### config.mk
export PLATFORM = sky130hd
export DESIGN_NAME = voice_allocator
export DESIGN_NICKNAME = d
export VERILOG_FILES = /design/src/rtl/synth_pkg.sv /design/src/rtl/voice_mixer.sv /design/src/rtl/voice_allocator.sv
export SDC_FILE = /design/constraint.sdc
export NUM_CORES = 1
export LEC_CHECK = 0
export CAP_MARGIN = 20
export CORE_UTILIZATION = 35
export CTS_CLUSTER_DIAMETER = 80
export DETAILED_ROUTE_END_ITERATION = 7
export PLACE_DENSITY_LB_ADDON = 0.15
export SYNTH_ARGS = -nofsm -noshare
export SYNTH_HDL_FRONTEND = slang
export SYNTH_SLANG_ARGS = --single-unit
### constraint.sdc
create_clock -name clk -period 17.5 [get_ports clk]
set_clock_uncertainty 0.2 [all_clocks]
set_input_delay 2.625 -clock clk [delete_from_list [all_inputs] [get_ports clk]]
set_output_delay 2.625 -clock clk [all_outputs]
set_load 0.05 [all_outputs]
### src/rtl/synth_pkg.sv
// rtl/synth_pkg.sv - shared encodings and slot-word layout for the voice allocator
// Purpose: pipeline state codes, default sizes, slot-word field positions,
//          event FSM state type and the slot-word packing helper.
// Ports:   none (package).
package synth_pkg;

  localparam int NUM_VOICES_DEF = 4;
  localparam int W_DEF          = 16;

  // Per-slot pipeline state as reported back by each voice pipeline.
  typedef enum logic [1:0] {
    PS_IDLE = 2'b00,
    PS_BSY  = 2'b01,
    PS_RDY  = 2'b10
  } pipe_state_e;

  // Slot word layout: {1'b0, note[6:0], vel[7:0]}, all-zero means idle.
  localparam int VEL_LSB   = 0;
  localparam int VEL_MSB   = 7;
  localparam int NOTE_LSB  = 8;
  localparam int NOTE_MSB  = 14;
  localparam int WORD_BITS = 16;

  typedef enum logic [1:0] {
    S_IDLE   = 2'd0,
    S_LOOKUP = 2'd1,
    S_GAP    = 2'd2,
    S_COMMIT = 2'd3
  } evt_state_e;

  function automatic logic [WORD_BITS-1:0] slot_word(input logic [6:0] note,
                                                     input logic [7:0] vel);
    return {1'b0, note, vel};
  endfunction

endpackage

### src/rtl/voice_mixer.sv
// rtl/voice_mixer.sv - sums ready voice outputs on each sample tick
// Purpose: on i_sample_tick, sign-extend and sum the signals of slots in RDY,
//          scale down by clog2(NUM_VOICES) and register the result.
// Ports:   clk, rst           - clock, synchronous active-high reset
//          i_sample_tick      - one-cycle sample strobe
//          i_voice_state      - 2 bits per slot pipeline state
//          i_voice_signal     - W bits per slot signed sample
//          o_mix, o_mix_valid - registered mix and its one-cycle valid pulse
module voice_mixer
  import synth_pkg::*;
#(
  parameter int NUM_VOICES = NUM_VOICES_DEF,
  parameter int W          = W_DEF
) (
  input  logic                    clk,
  input  logic                    rst,
  input  logic                    i_sample_tick,
  input  logic [2*NUM_VOICES-1:0] i_voice_state,
  input  logic [NUM_VOICES*W-1:0] i_voice_signal,
  output logic [W-1:0]            o_mix,
  output logic                    o_mix_valid
);

  localparam int SH = $clog2(NUM_VOICES);
  localparam int AW = W + SH;

  logic signed [AW-1:0] sum_d;
  logic [W-1:0]         mix_d;
  logic [W-1:0]         mix_q;
  logic                 mix_valid_q;

  always_comb begin
    sum_d = '0;
    for (int k = 0; k < NUM_VOICES; k++) begin
      if (i_voice_state[2*k +: 2] == PS_RDY) begin
        sum_d = sum_d + AW'($signed(i_voice_signal[W*k +: W]));
      end
    end
    // The accumulator has SH guard bits, so the scaled value always fits W.
    mix_d = W'(sum_d >>> SH);
  end

  always_ff @(posedge clk) begin
    if (rst) begin
      mix_q       <= '0;
      mix_valid_q <= 1'b0;
    end else begin
      mix_valid_q <= i_sample_tick;
      if (i_sample_tick) begin
        mix_q <= mix_d;
      end
    end
  end

  assign o_mix       = mix_q;
  assign o_mix_valid = mix_valid_q;

endmodule

### src/rtl/voice_allocator.sv
// rtl/voice_allocator.sv - MIDI note event to voice slot allocator with mixer
// Purpose: accepts note-on/off events, picks a slot (retrigger, free, or steal
//          oldest), drives per-slot words to the voice pipelines and mixes
//          their outputs.
// Ports:   clk, rst                        - clock, synchronous active-high reset
//          i_evt_valid/o_evt_ready         - event handshake
//          i_evt_on, i_evt_midi, i_evt_vel - event payload
//          o_voice_data, o_active          - registered slot words and busy map
//          i_voice_state, i_voice_signal   - per-slot pipeline feedback
//          i_sample_tick, o_mix, o_mix_valid - mixer strobe and result
//          o_steal                         - pulse when an active voice is stolen
module voice_allocator
  import synth_pkg::*;
#(
  parameter int NUM_VOICES = NUM_VOICES_DEF,
  parameter int W          = W_DEF
) (
  input  logic                    clk,
  input  logic                    rst,
  input  logic                    i_evt_valid,
  output logic                    o_evt_ready,
  input  logic                    i_evt_on,
  input  logic [6:0]              i_evt_midi,
  input  logic [7:0]              i_evt_vel,
  output logic [NUM_VOICES*W-1:0] o_voice_data,
  input  logic [2*NUM_VOICES-1:0] i_voice_state,
  input  logic [NUM_VOICES*W-1:0] i_voice_signal,
  input  logic                    i_sample_tick,
  output logic [W-1:0]            o_mix,
  output logic                    o_mix_valid,
  output logic [NUM_VOICES-1:0]   o_active,
  output logic                    o_steal
);

  localparam int            IW      = (NUM_VOICES > 1) ? $clog2(NUM_VOICES) : 1;
  localparam logic [IW-1:0] AGE_MAX = IW'(NUM_VOICES - 1);

  evt_state_e              state_q, state_d;
  logic                    on_q;
  logic [6:0]              midi_q;
  logic [7:0]              vel_q;
  logic [IW-1:0]           sel_q, sel_d;
  logic                    write_q, write_d;
  logic                    steal_q, steal_d;
  logic [W-1:0]            slot_q [NUM_VOICES];
  logic [IW-1:0]           age_q  [NUM_VOICES];
  logic [NUM_VOICES*W-1:0] data_q;
  logic [NUM_VOICES-1:0]   active_q;

  logic                    match_found, free_found;
  logic [IW-1:0]           match_idx, free_idx, old_idx, old_age;

  // Descending scan so the lowest index wins every priority tie.
  always_comb begin
    match_found = 1'b0;
    free_found  = 1'b0;
    match_idx   = '0;
    free_idx    = '0;
    old_idx     = '0;
    old_age     = '0;
    for (int k = NUM_VOICES - 1; k >= 0; k--) begin
      if (slot_q[k] != '0 && slot_q[k][NOTE_MSB:NOTE_LSB] == midi_q) begin
        match_found = 1'b1;
        match_idx   = IW'(k);
      end
      if (slot_q[k] == '0) begin
        free_found = 1'b1;
        free_idx   = IW'(k);
      end
      if (age_q[k] >= old_age) begin
        old_age = age_q[k];
        old_idx = IW'(k);
      end
    end
  end

  always_comb begin
    state_d = state_q;
    sel_d   = sel_q;
    write_d = write_q;
    steal_d = steal_q;
    case (state_q)
      S_IDLE: if (i_evt_valid) state_d = S_LOOKUP;
      S_LOOKUP: begin
        write_d = 1'b1;
        steal_d = 1'b0;
        if (!on_q) begin
          sel_d   = match_idx;
          write_d = match_found;
          state_d = S_COMMIT;
        end else if (match_found) begin
          sel_d   = match_idx;
          state_d = S_GAP;
        end else if (free_found) begin
          sel_d   = free_idx;
          state_d = S_COMMIT;
        end else begin
          sel_d   = old_idx;
          steal_d = 1'b1;
          state_d = S_GAP;
        end
      end
      S_GAP:    state_d = S_COMMIT;
      S_COMMIT: state_d = S_IDLE;
      default:  state_d = S_IDLE;
    endcase
  end

  always_ff @(posedge clk) begin
    if (rst) begin
      state_q  <= S_IDLE;
      on_q     <= 1'b0;
      midi_q   <= '0;
      vel_q    <= '0;
      sel_q    <= '0;
      write_q  <= 1'b0;
      steal_q  <= 1'b0;
      data_q   <= '0;
      active_q <= '0;
      for (int k = 0; k < NUM_VOICES; k++) begin
        slot_q[k] <= '0;
        age_q[k]  <= '0;
      end
    end else begin
      state_q <= state_d;
      sel_q   <= sel_d;
      write_q <= write_d;
      steal_q <= steal_d;
      if (o_evt_ready && i_evt_valid) begin
        // Velocity zero on a note-on is a note-off.
        on_q   <= i_evt_on && (i_evt_vel != 8'd0);
        midi_q <= i_evt_midi;
        vel_q  <= i_evt_vel;
      end
      for (int k = 0; k < NUM_VOICES; k++) begin
        // One zero cycle lets the slot's pipeline fall back to IDLE first.
        if (state_q == S_GAP && sel_q == IW'(k)) begin
          slot_q[k] <= '0;
          age_q[k]  <= '0;
        end
        if (state_q == S_COMMIT && write_q) begin
          if (sel_q == IW'(k)) begin
            slot_q[k] <= on_q ? W'(slot_word(midi_q, vel_q)) : '0;
            age_q[k]  <= '0;
          end else if (on_q && slot_q[k] != '0 && age_q[k] != AGE_MAX) begin
            age_q[k] <= age_q[k] + IW'(1);
          end
        end
        data_q[W*k +: W] <= slot_q[k];
        active_q[k]      <= (slot_q[k] != '0);
      end
    end
  end

  assign o_evt_ready  = (state_q == S_IDLE);
  assign o_steal      = (state_q == S_GAP) && steal_q;
  assign o_voice_data = data_q;
  assign o_active     = active_q;

  voice_mixer #(
    .NUM_VOICES(NUM_VOICES),
    .W         (W)
  ) u_mixer (
    .clk           (clk),
    .rst           (rst),
    .i_sample_tick (i_sample_tick),
    .i_voice_state (i_voice_state),
    .i_voice_signal(i_voice_signal),
    .o_mix         (o_mix),
    .o_mix_valid   (o_mix_valid)
  );

endmodule

==> results.tsv <==
metric	value	unit
run status	completed	
via count	8088	
mean post-synth cell area	9.13	µm²
fraction of post-synthesis cell area in the top cell type by area	0.212	
max-capacitance violation count	0	
Via-to-Cell Ratio	5.07	
cell area after technology mapping	0.00972	mm²
number of top-level pins	179	
gp weighted congestion	0.844	
Final ANT Viol Nets	0	
Hold/Removal Path Class	reg2reg	
number of CTS-inserted buffers	17	
clock tree from TritonCTS	done	
maximum number of pins on one net before global-route repair	61	
Final HPWL DP	20.2	mm
source of the worst register-to-register timing path	age_q[3][0]$_SDFFCE_PN0P_	
Remaining Overflow, GRT	0	
WS Path Type	in2reg	
width of the die	169	µm
worst hold-check slack	0.258	ns
number of cells on the worst reg-to-reg path	19	
clock latency reported for the late side of the worst-skew pair	0.44	ns
top cells by area, synth	dfxtp_1 21%, edfxtp_1 21%, ha_1 8.1%	
setup repair after global routing missed its margin	false	
total DRC errors in the routed layout	0	
Register Area	0.00410	mm²
TNS Setup	0	ns
worst reg2reg setup slack	13.72	ns
critical hold path startpoint	vel_q[6]$_SDFFE_PP0P_	
area grow syn2layout	26.6	%
final layout net count	1366	
peak ir drop on the vdd network	0.0000691	V
area of the multi-input gates	0.00522	mm²
Crit Reg-Reg Endpoint	sel_q[0]$_SDFFE_PP0P_	
primary flip-flop cell chosen by synthesis mapping	dfxtp_1	
hold bufs inserted after CTS	0	
largest fanout on the critical path	8	
antenna violations before repair	1	
Max Slew Vio Count	0	
clock input transition at the sequential cells of the worst setup and hold paths	0.07	ns
clock tree root buffer cell	clkbuf_16	
synth unique cells	75	
endpoints failing setup	0	
Detailed Route Iter0 Violations	622	
Synth area leader	dfxtp_1	
crit path max-delay cell type	clkdlybuf4s50_1	
Max-Slew Margin vs Limit	0.336	
die footprint	0.0284	mm²
Post-Route WL	26.1	mm
initial core utilization	0.359	
Filler Cells Inserted	2654	
detailed-router iteration count before antenna repair	5	
buffers inserted by post-CTS timing repair	0	
sequential share of the synthesized area	0.422	
time the worst path needs with I/O delays and setup	8.75	ns
layout cells sized above 1	0.0524	
final design area excluding fillers	0.0123	mm²
maximum clock frequency	114	MHz
cells resized by post-CTS repair	0	
number of synthesized flops with an enable pin	68	
Clock Tree Buf Depth	2	
Placed Instance Area	0.0117	mm²
Sink Count	171	
total core area	0.0271	mm²
Worst-Margin Slew	0.993	ns
H-tree level count	4	
Avg WL per Cell	16.3	µm
type of element capturing the critical path	flip-flop	
global routing usage summed across all routing layers	0.187	
number of buffer cells added on primary ports	174	
static leakage power	4.73	nW
worst-case hold path end point	vel_q[6]$_SDFFE_PP0P_	
Critical Path Start Type	input pin	
height of the die	169	µm
endpoint required time on the critical path	17.65	ns
final count of hold timing violations	0	
delay of the slowest cell on the worst path	0.55	ns
commonest cells in the synthesized netlist	118 x nor2_1, 106 x nand2_1, 103 x dfxtp_1, 74 x a21oi_1, 72 x nor2b_1	
arrival time reported for the critical path endpoint	8.90	ns
wire length of the first global-routing pass	41.3	mm
most numerous cell in the Yosys netlist	nor2_1	
proportion of register bits with asynchronous set or reset after synthesis	0	
Placement Rows	60	
portion of the clock cycle consumed by the worst path in the final layout	0.500	
post-synthesis cell count	1065	
power per cell area	91.2	mW/mm²
Ys Warns	0	
number of global-route vias before repair	7588	
number of cells on the worst hold path	2	
Synth Register Bits	171	
==> flip-flops by register name, summed over array words and instances (netlist names), 2 cells and up <==
register / count
o_voice_data: 60
age_q: 8
slot_q: 60
sel_q: 2
state_q: 2
midi_q: 7
o_active: 4
vel_q: 8
u_mixer.o_mix: 16
==> worst max-delay path: cells and delay by family <==
family                     cells  cell delay, ns
buffers and inverters          2            0.61
xor gates and xnor gates       3            0.37
AOI/OAI and AO/OA             13            2.86
adders and majority gates      5            1.72
and+or+nand+nor                6            0.71
==> kinds of logic after synthesis <==
logic type / share of synthesized area
mux: 0.00811
xor+xnor: 0.0577
fa+ha+maj: 0.0899
other cells: 0.000386
flops: 0.422
buf+inv: 0.0415
simple gates: 0.221
compound gates: 0.160
==> where the power goes <==
part,internal (mW),switching [mW]
clock,0.191,0.176
sequential,0.441,0.0232
combinational,0.120,0.173
==> cell usage in the layout, fill, tap and decap left out, types with 7 or more instances in the layout <==
cell,count
edfxtp_1,68
dfxtp_1,103
a31oi_1,7
clkdlybuf4s50_1,173
and2_1,11
nand4_1,9
nor2_1,118
nor2b_1,72
nand2_1,106
o21a_1,8
inv_1,43
xnor2_1,44
a211oi_1,10
ha_1,63
a21oi_1,74
a21o_1,17
nand3b_1,9
nor4_1,21
o21ai_0,25
nor3_1,21
xor2_1,20
o21ai_1,8
clkbuf_16,17
and3_1,7
nand3_1,15
nand2b_1,16
==> layout make-up <==
class,count,area share
multi-input cells,798,0.424
flip-flops and latches,171,0.333
repair buffers,178,0.144
well taps,372,0.0378
clock buffers,18,0.0349
inverters,43,0.0131
clock inverters,14,0.0125
diodes,1,0.000203
==> worst max-delay path by stage <==
| stage | start | to | slack, ns |
|---|---|---|---|
| floorplan | i_voice_state[0] | u_mixer.o_mix[15]$_SDFFE_PP0P_ | 9.29 |
| global placement | i_voice_state[0] | u_mixer.o_mix[14]$_SDFFE_PP0P_ | 8.45 |
| detailed placement | i_voice_state[0] | u_mixer.o_mix[14]$_SDFFE_PP0P_ | 8.35 |
| CTS | i_voice_state[0] | u_mixer.o_mix[14]$_SDFFE_PP0P_ | 8.77 |
| global route | i_voice_state[0] | u_mixer.o_mix[14]$_SDFFE_PP0P_ | 8.21 |
| finish | i_voice_state[0] | u_mixer.o_mix[14]$_SDFFE_PP0P_ | 8.75 |
==> through the flow <==
step / utilization / cells / power [mW] / worst slack, ns
floorplan: - / 1068 / 0.673 / 9.29
global placement: 0.432 / 1561 / 0.763 / 8.45
detailed placement: 0.433 / 1562 / 0.764 / 8.35
CTS: 0.454 / 1594 / 1.13 / 8.77
global route: 0.454 / 1594 / 1.18 / 8.21
finish: 0.454 / 1595 / 1.12 / 8.75
==> routing by layer <==
layer  share of wire  global-route usage  wire (µm)
met5               0                   0          0
met4          0.0094              0.0415        244
met3           0.048              0.0290       1250
met2            0.44               0.290      11600
met1            0.50               0.272      13000
Note: power is estimated with default switching activity, not from simulation.
